[config.mk]
export PLATFORM = sky130hd
export DESIGN_NAME = hash_wfsm
export DESIGN_NICKNAME = d
export VERILOG_FILES = /design/src/rtl/hash_wfsm.sv
export SDC_FILE = /design/constraint.sdc
export NUM_CORES = 1
export LEC_CHECK = 0
export CAP_MARGIN = 20
export CORE_AREA = 2 2 295 297
export CTS_BUF_LIST = sky130_fd_sc_hd__clkbuf_8
export DETAILED_ROUTE_END_ITERATION = 6
export DIE_AREA = 0 0 297 299
export PLACE_DENSITY_LB_ADDON = 0.1
export SKIP_LAST_GASP = 1
export SYNTH_ARGS = -nofsm -noshare
export SYNTH_HDL_FRONTEND = slang
export SYNTH_SLANG_ARGS = --single-unit
[constraint.sdc]
create_clock -name clk -period 2.59 [get_ports clk]
set_clock_uncertainty 0.15 [all_clocks]
set_input_delay 0.518 -clock clk [delete_from_list [all_inputs] [get_ports clk]]
set_output_delay 0.518 -clock clk [all_outputs]
set_load 0.02 [all_outputs]
[src/rtl/hash_wfsm.sv]
// Write-back FSM: captures a 512-bit Keccak digest and writes it to OCM as 128-bit
// bus-master beats. Define HASH_WFSM_BYTE_SWAP_EN to byte-reverse each 64-bit lane on capture.
module hash_wfsm #(
  parameter int MAX_BEATS = 4
) (
  input  logic         clk,
  input  logic         reset,
  input  logic         start,
  input  logic [31:0]  base_index,
  input  logic [6:0]   out_bytes,
  input  logic [511:0] hash_in,
  input  logic         hash_valid,
  input  logic         write_active,
  input  logic         write_done,
  output logic [127:0] write_data,
  output logic [31:0]  write_addr_index,
  output logic         init_master_txn,
  output logic         busy,
  output logic         done,
  output logic [31:0]  debug
);

  localparam int BW = $clog2(MAX_BEATS + 1);

  typedef enum logic [3:0] {
    IDLE        = 4'd0,
    WAIT_HASH   = 4'd1,
    LOAD        = 4'd2,
    INIT        = 4'd3,
    WAIT_ACTIVE = 4'd4,
    WAIT_DONE   = 4'd5,
    DONE        = 4'd6
  } state_t;

  state_t         state;
  logic [511:0]   hash_reg;
  logic [BW-1:0]  beats_left;
  logic [BW-1:0]  beat_num;
  logic [3:0]     tail_rem;
  logic           hash_captured;

  logic [6:0]     clamped;
  logic [6:0]     rounded;
  logic [2:0]     raw_beats;
  logic [BW-1:0]  start_beats;
  logic [3:0]     start_rem;
  logic [511:0]   captured;
  logic [127:0]   beat_raw;
  logic [127:0]   beat_masked;

  assign clamped   = (out_bytes > 7'd64) ? 7'd64 : out_bytes;
  assign rounded   = clamped + 7'd15;
  assign raw_beats = rounded[6:4];

  // The tail mask only applies when the digest's real last beat is actually written.
  always_comb begin
    if (int'(raw_beats) > MAX_BEATS) begin
      start_beats = BW'(MAX_BEATS);
      start_rem   = 4'd0;
    end else begin
      start_beats = BW'(raw_beats);
      start_rem   = clamped[3:0];
    end
  end

`ifdef HASH_WFSM_BYTE_SWAP_EN
  function automatic logic [511:0] swap_lanes(input logic [511:0] d);
    logic [511:0] r;
    r = '0;
    for (int l = 0; l < 8; l++) begin
      for (int b = 0; b < 8; b++) begin
        r[64*l + 8*b +: 8] = d[64*l + 8*(7-b) +: 8];
      end
    end
    return r;
  endfunction
  assign captured = swap_lanes(hash_in);
`else
  assign captured = hash_in;
`endif

  assign beat_raw = hash_reg[int'(beat_num)*128 +: 128];

  always_comb begin
    beat_masked = beat_raw;
    if (beats_left == BW'(1) && tail_rem != 4'd0) begin
      for (int j = 0; j < 16; j++) begin
        if (4'(j) >= tail_rem) beat_masked[8*j +: 8] = 8'h00;
      end
    end
  end

  assign debug = {8'(beats_left), 8'(beat_num), 4'b0, state, 4'b0,
                  hash_captured, init_master_txn, write_active, write_done};

  always_ff @(posedge clk) begin
    if (reset) begin
      state            <= IDLE;
      hash_reg         <= '0;
      beats_left       <= '0;
      beat_num         <= '0;
      tail_rem         <= 4'd0;
      hash_captured    <= 1'b0;
      write_data       <= '0;
      write_addr_index <= '0;
      init_master_txn  <= 1'b0;
      busy             <= 1'b0;
      done             <= 1'b0;
    end else begin
      init_master_txn <= 1'b0;
      case (state)
        IDLE, DONE: begin
          if (start) begin
            beats_left       <= start_beats;
            tail_rem         <= start_rem;
            write_addr_index <= base_index;
            beat_num         <= '0;
            hash_captured    <= 1'b0;
            if (start_beats == '0) begin
              state <= DONE;
              done  <= 1'b1;
              busy  <= 1'b0;
            end else begin
              state <= WAIT_HASH;
              done  <= 1'b0;
              busy  <= 1'b1;
            end
          end
        end
        WAIT_HASH: begin
          if (hash_valid) begin
            hash_reg      <= captured;
            hash_captured <= 1'b1;
            state         <= LOAD;
          end
        end
        LOAD: begin
          write_data <= beat_masked;
          state      <= INIT;
        end
        INIT: begin
          init_master_txn <= 1'b1;
          state           <= WAIT_ACTIVE;
        end
        WAIT_ACTIVE: begin
          if (write_active) state <= WAIT_DONE;
        end
        WAIT_DONE: begin
          if (write_done) begin
            write_addr_index <= write_addr_index + 32'd1;
            beat_num         <= beat_num + BW'(1);
            beats_left       <= beats_left - BW'(1);
            if (beats_left == BW'(1)) begin
              state <= DONE;
              done  <= 1'b1;
              busy  <= 1'b0;
            end else begin
              state <= LOAD;
            end
          end
        end
        default: begin
          state <= IDLE;
          busy  <= 1'b0;
        end
      endcase
    end
  end

endmodule

==> results of run 1 <==
area by class of cell:
type	count	area [um2]	area share, %
repair buffers	871	8960	22.4
diodes	13	32.5	0.0814
clock inverters	62	380	0.952
multi-input cells	2292	12800	32.1
well taps	1155	1450	3.62
inverters	81	304	0.761
flip-flops and latches	689	13800	34.6
clock buffers	161	2220	5.55
logic make-up (layout without fill, tap and decap cells):
| kind of cell | Yosys count | count (layout) |
|---|---|---|
| muxes | 141 | 141 |
| DFF | 689 | 689 |
| and+or+nand+nor | 1350 | 1350 |
| adders and majority gates | 4 | 4 |
| AOI/OAI and AO/OA | 772 | 772 |
| other | 1 | 32 |
| buffers and inverters | 363 | 1175 |
| xor gates and xnor gates | 6 | 6 |
through the flow:
| stage | total power [mW] | area (um2) |
|---|---|---|
| after floorplan | 16.0 | 28000 |
| after detailed placement | 19.4 | 37300 |
| after global placement | 19.3 | 37300 |
| after CTS | 30.0 | 39900 |
| after global routing | 31.2 | 40000 |
| final | 29.6 | 40000 |
placed cells by master (no fill, tap or decap), types with 5 or more instances in the layout:
master and count:
nor2_1 99, o21bai_1 5, a31oi_1 5, o31ai_1 5, a22oi_1 59, nand3b_1 5
nand4_1 9, clkbuf_8 161, nor2b_1 6, clkdlybuf4s50_1 709, clkinv_2 13, o21ai_0 86
nor4_1 11, nor3_1 21, a221oi_1 6, a211oi_1 13, diode_2 13, nand2_1 1140
buf_4 91, dfxtp_1 683, a211o_1 5, mux2i_1 12, or2_2 5, conb_1 19
nand3_1 15, o21ai_1 11, dlymetal6s2s_1 8, nand2b_1 6, or4_1 6, buf_12 46
mux4_2 128, a21oi_1 545, dlygate4sd2_1 14, inv_1 120
where the power goes:
part           total [mW]  switching (mW)  leakage (nW)  internal, mW
Sequential           12.3           0.640          5.59          11.7
Clock                10.5            4.76          1.49          5.78
Combinational        6.71            3.69          6.94          3.03
worst min path at each step:
stage	start	endpoint	slack, ns	depth (start not counted)
after floorplan	hash_reg[256]	hash_reg[256]	0.28	2
after global placement	write_data[112]	write_data[112]	0.28	2
after detailed placement	write_data[112]	write_data[112]	0.29	2
after CTS	hash_in[506]	hash_reg[506]	0.06	3
after global routing	hash_in[506]	hash_reg[506]	0.08	3
final	hash_in[257]	hash_reg[257]	0.14	3
layer usage:
metal / up-vias / GRT usage [%] / wire length, um
met5: - / 0 / 189
met1: 12400 / 27.9 / 43800
met3: 159 / 6.21 / 6810
met4: 28 / 6.23 / 2130
li1: 12700 / - / -
met2: 738 / 39.3 / 52300
repair_timing:
action                                 CTS  global route
resized for setup                       17             9
setup endpoints to repair               16            23
endpoints found under the hold margin   15             0
hold buffers                             1             0
buffers inserted                         0             0
==> summary.txt, run 1 <==
Setup path
  – CP Depth: 1
  – Worst EP required: approximately 1.9 ns
  – R2R Setup Slk: roughly 0.12 ns
  – Crit-path max cell delay: about 0.65 ns
  – Crit Path Category: reg -> out
  – Cell family with most CP delay: buffers and inverters
  – Arrival @ worst endpoint: between 1.5 and 2 ns
  – CP startpoint kind: flip-flop
  – Setup crit end: write_addr_index[17]
  – CP cell instances: clkdlybuf4s50_1
  – Crit path max fanout: 6
  – Worst setup startpoint: write_addr_index[17]
  – Worst path bufs/invs: 1
  – Critical Path End Type: output port
  – RR Startpoint: state[2]
  – CP max stage cell: clkdlybuf4s50_1
  – Crit Reg-Reg Endpoint: write_data[87]
  – Reg2Reg Depth: 5

Floorplanning
  – Core ar.: 0.0859 mm2
  – # rows: about 110
  – Die Y: 299 um
  – Ports: approximately 750
  – Initial Util: between 30% and 40%
  – Die ar.: between 0.08 and 0.09 mm2
  – Die width: 297 um

Clock tree
  – Clock Path Buffers: 3
  – Clk sinks: about 690
  – H-tree depth: 3
  – CTS tree: done
  – Cts bufs inserted: 121
  – Worst-Skew Late Latency: 0.77 ns
  – Clock Tree Root: clkbuf_8
  – Reg clk slew, reported paths: roughly 0.06 ns

STA
  – RSZ-0062 raised after global routing: yes
  – Setup violations, final: 0
  – Tmin final: around 2.5 ns
  – Final Hold Viols: 0
  – Hold Slack: approximately 0.14 ns
  – Final WS setup: between 0.08 and 0.09 ns
  – Final slew viol count: 0
  – Period utilization: around 97%
  – Max-slew headroom: between 20% and 30%
  – Max Freq: 400 MHz
  – Worst-Margin Slew: 1.04 ns
  – Sum Neg Setup Slack: 0 ns

Power and ir drop
  – Max VDD drop: about 0.43 mV
  – Leakage Power: approximately 14 nW
  – PD cells: about 740 mW/mm2

Global route
  – Largest net degree at the start of global routing: 118
  – Vias in the first global route: roughly 25k
  – Global route overflow: 0
  – First-pass GRT wire length: approximately 160 mm
  – Gr usage total: between 20 and 25%
  – Initial antenna violation count: 28

Route
  – Vias per cell: a little under 5
  – Average routed wire per standard cell: a little under 20 um
  – Total Wirelength: roughly 110 mm
  – Final antenna-violating net count: 0
  – DRT iter0 DRCs: around 1.5k
  – Vias: about 26k
  – Number of remaining DRC errors: 0
  – TritonRoute pass-1 iters: 5

Logic synthesis
  – FF+latch count, synth: slightly below 700
  – Synth Warn #: 0
  – Synth Area in Compound Gates: between 10% and 20%
  – Main combinational cell family by area after synthesis: simple AND/OR/NAND/NOR gates
  – Synth Instances: ~3.3k
  – Most common cell in the netlist: nand2_1
  – Post-synthesis simple-gate area fraction: 19.2%
  – Seq/Total Area, Yosys: 49.4%
  – Yosys top cell area share: 49.4%
  – EDFF count, synth: 0
  – Synth top area cells: dfxtp_1 (49%), nand2_1 (15%), mux4_2 (10%)
  – Xor/xnor share of the synthesized area: less than 1%
  – Most common flop cell mapped by yosys: dfxtp_1
  – Largest area contributor in the netlist: dfxtp_1
  – Synth Area in Adders: 0.179%
  – Synth top cells by count: nand2_1 (1140), dfxtp_1 (689), a21oi_1 (545), clkbuf_1 (244), mux4_2 (128)
  – Mux share of post-synthesis cell area: between 10 and 15%
  – Asr flop ratio synth: 0%
  – Syn_area_per_cell: about 8.4 um2
  – Synth Cell Area: 0.0279 mm2
  – Synth cell types: 62

Layout
  – Post-Layout Cell Count: ~5.3k
  – Largest register FFs: 512
  – Nets: roughly 4.6k
  – Fraction of layout cells with a size suffix above 1: approximately 11%
  – Area delta synth->final: 43.0%
  – Filler instances: about 9k
  – Final core utilization: roughly 46%

Place
  – Dpl cells: between 5k and 6k
  – Dpl ws: 0.00356 ns
  – Gpl congestion: between 0.8 and 0.9
  – Port buffer count: ~730
  – Post-DP HPWL: around 75 mm

Worst hold path
  – Worst min path class: in -> reg

Run
  – Max-cap violations: 0

Outcome
  – Status: finished, final reports clean
No activity file was read; power rests on OpenSTA's default activity.
==> run 2: changes to the inputs <==
CTS_BUF_LIST = unset   (was sky130_fd_sc_hd__clkbuf_8)
CTS_CLUSTER_DIAMETER = 150   (was unset)
SLEW_MARGIN = 30   (was unset)
==> run 2 against run 1 <==
Effect of this change: register-to-register slack improved by 0.03 ns; sequential power barely moved; non-clock buffer count fell by 2; worst setup slack got worse by 0.0022 ns; worst hold slack got worse by 0.063 ns; via count fell by 1.2%; fmax barely moved; cell area rose by 0.18%; combinational power barely moved; total power rose by 2.3%; clock power rose by 7%; clock-buffer cell count fell by 41.
==> summary.txt, run 2 (synthesis results as in run 1) <==
Clock tree
  – CTS tree: done
  – Worst-Skew Late Latency: 0.62 ns
  – Clk sinks: approximately 690
  – Clock Tree Root: clkbuf_16
  – Cts bufs inserted: between 70 and 80
  – H-tree depth: 3
  – Post-CTS setup buffers: 0
  – Clock Path Buffers: 3
  – Reg clk slew, reported paths: about 0.060 ns

Setup path
  – Critical Path End Type: output port
  – R2R Setup Slk: around 0.15 ns
  – Crit-path max cell delay: 0.68 ns
  – Crit path max fanout: 11
  – Crit Path Category: reg -> out
  – RR Startpoint: state[2]
  – CP startpoint kind: flip-flop
  – Arrival @ worst endpoint: ~1.8 ns
  – Cell family with most CP delay: buffers and inverters
  – CP max stage cell: clkdlybuf4s50_1
  – CP cell instances: clkdlybuf4s50_1
  – Reg2Reg Depth: 5
  – Worst EP required: between 1.5 and 2 ns
  – Crit Reg-Reg Endpoint: write_data[109]
  – Worst path bufs/invs: 1

Place
  – Post-DP HPWL: between 70 and 80 mm
  – Gpl congestion: approximately 0.85
  – Dpl cells: roughly 5.1k
  – Port buffer count: about 730
  – Dpl ws: -0.000823 ns

STA
  – Worst-Margin Slew: around 0.87 ns
  – Setup violations, final: 0
  – Final WS setup: around 0.086 ns
  – Max-slew headroom: around two fifths
  – Final slew viol count: 0
  – Tmin final: 2.50 ns
  – Final Hold Viols: 0
  – Period utilization: 96.7%
  – Max Freq: roughly 400 MHz
  – RSZ-0062 raised after global routing: yes
  – Hold Slack: 0.0803 ns

Layout
  – Nets: ~4.6k
  – Multi-input logic area: 0.0128 mm2
  – Largest register FFs: roughly 500
  – Register Area: around 0.014 mm2
  – Post-Layout Cell Count: between 5k and 6k
  – Filler instances: 8714
  – Most frequent cells in the layout: nand2_1 (1140), clkdlybuf4s50_1 (728), dfxtp_1 (685), a21oi_1 (545), mux4_2 (128)
  – Final core utilization: 46.6%
  – Area delta synth->final: 43.2%
  – Fraction of layout cells with a size suffix above 1: a little over 10%
  – Commonest non-fill, non-tap cell in the layout: nand2_1

Floorplanning
  – Die ar.: around 0.09 mm2
  – Core ar.: around 0.086 mm2
  – # rows: 108
  – Die Y: ~300 um
  – Ports: 752
  – Initial Util: 32.5%
  – Die width: a little under 300 um

Power and ir drop
  – Sequential Power Share: 40.7%
  – Max VDD drop: approximately 0.45 mV
  – PD cells: 757 mW/mm2
  – Cell internal pwr: around 21 mW
  – Leakage Power: between 10 and 15 nW
  – Sw Share: between 20 and 30%
  – Clk pwr share: about 37%
  – Combinational power share: around 22%
  – P_sw: ~9 mW

Global route
  – Global route overflow: 0
  – Initial antenna violation count: 42
  – Largest net degree at the start of global routing: ~120
  – Gr usage total: a little under a quarter
  – First-pass GRT wire length: between 150 and 200 mm
  – Vias in the first global route: roughly 25k

Route
  – Max layer used: met5
  – Final antenna-violating net count: 0
  – TritonRoute pass-1 iters: 7
  – Average routed wire per standard cell: 19.8 um
  – Vias: about 26k
  – Total Wirelength: about 100 mm
  – Vias per cell: 4.89
  – M1 WL: 43.2 mm
  – DRT iter0 DRCs: approximately 1.5k
  – Routed met3 length: between 6 and 7 mm
  – Met2 wire length: a little over 50 mm
  – Number of remaining DRC errors: 0

Worst hold path
  – WHS Endpoint: write_addr_index[4]
  – Hold path start: reset
  – Worst min path class: in -> reg
  – Hold path cells: 2

Run
  – Max-cap violations: 0

Outcome
  – Status: finished, final reports clean
## run 2: final cells by class
| class | instances | share of cell area, % |
|---|---|---|
| timing repair buffer | 869 | 22.3 |
| clock inverter | 22 | 0.672 |
| antenna | 29 | 0.181 |
| sequential | 689 | 34.5 |
| clock buffer | 120 | 5.93 |
| inverter | 81 | 0.760 |
| tap | 1155 | 3.61 |
| multi-input combinational | 2292 | 32.0 |
## run 2: stage by stage
| step | setup TNS [ns] | area, um2 | power, mW |
|---|---|---|---|
| floorplan | 0 | 28000 | 16.0 |
| global placement | -0.0726 | 37300 | 19.3 |
| detailed placement | -0.000823 | 37300 | 19.4 |
| CTS | 0 | 40000 | 30.7 |
| global route | -0.423 | 40000 | 31.8 |
| finish | 0 | 40000 | 30.3 |
## run 2: power groups by stage
stage	Combinational [mW]	Sequential (mW)	Clock, mW
4_1_cts	6.84	12.3	11.5
6_report	6.74	12.3	11.2
3_5_place_dp	6.82	12.6	0
5_1_grt	7.39	12.5	12.0
2_1_floorplan	3.40	12.6	0
3_3_place_gp	6.78	12.5	0
## run 2: worst max path at each step
stage	startpoint	end	slack, ns	cells after the start
detailed placement	out_bytes[1]	state[0]	-0.0008	7
finish	write_addr_index[23]	write_addr_index[23]	0.09	1
global placement	out_bytes[1]	state[2]	-0.04	7
floorplan	write_addr_index[1]	write_addr_index[24]	0.003	7
global route	state[2]	write_data[105]	-0.08	5
CTS	state[1]	debug[9]	0.007	2
## run 2: timing repair
item	in CTS	in global routing
setup endpoints to repair	1	17
hold buffers	0	0
gates cloned	0	0
pin swaps	0	0
gates resized for setup	1	3
## run 2: metal layers
metal  vias up  GRT usage (%)
met5         -              0
met4        26           9.68
met3       151           6.07
met2       704           37.7
met1     12200           27.4
li1      12600              -
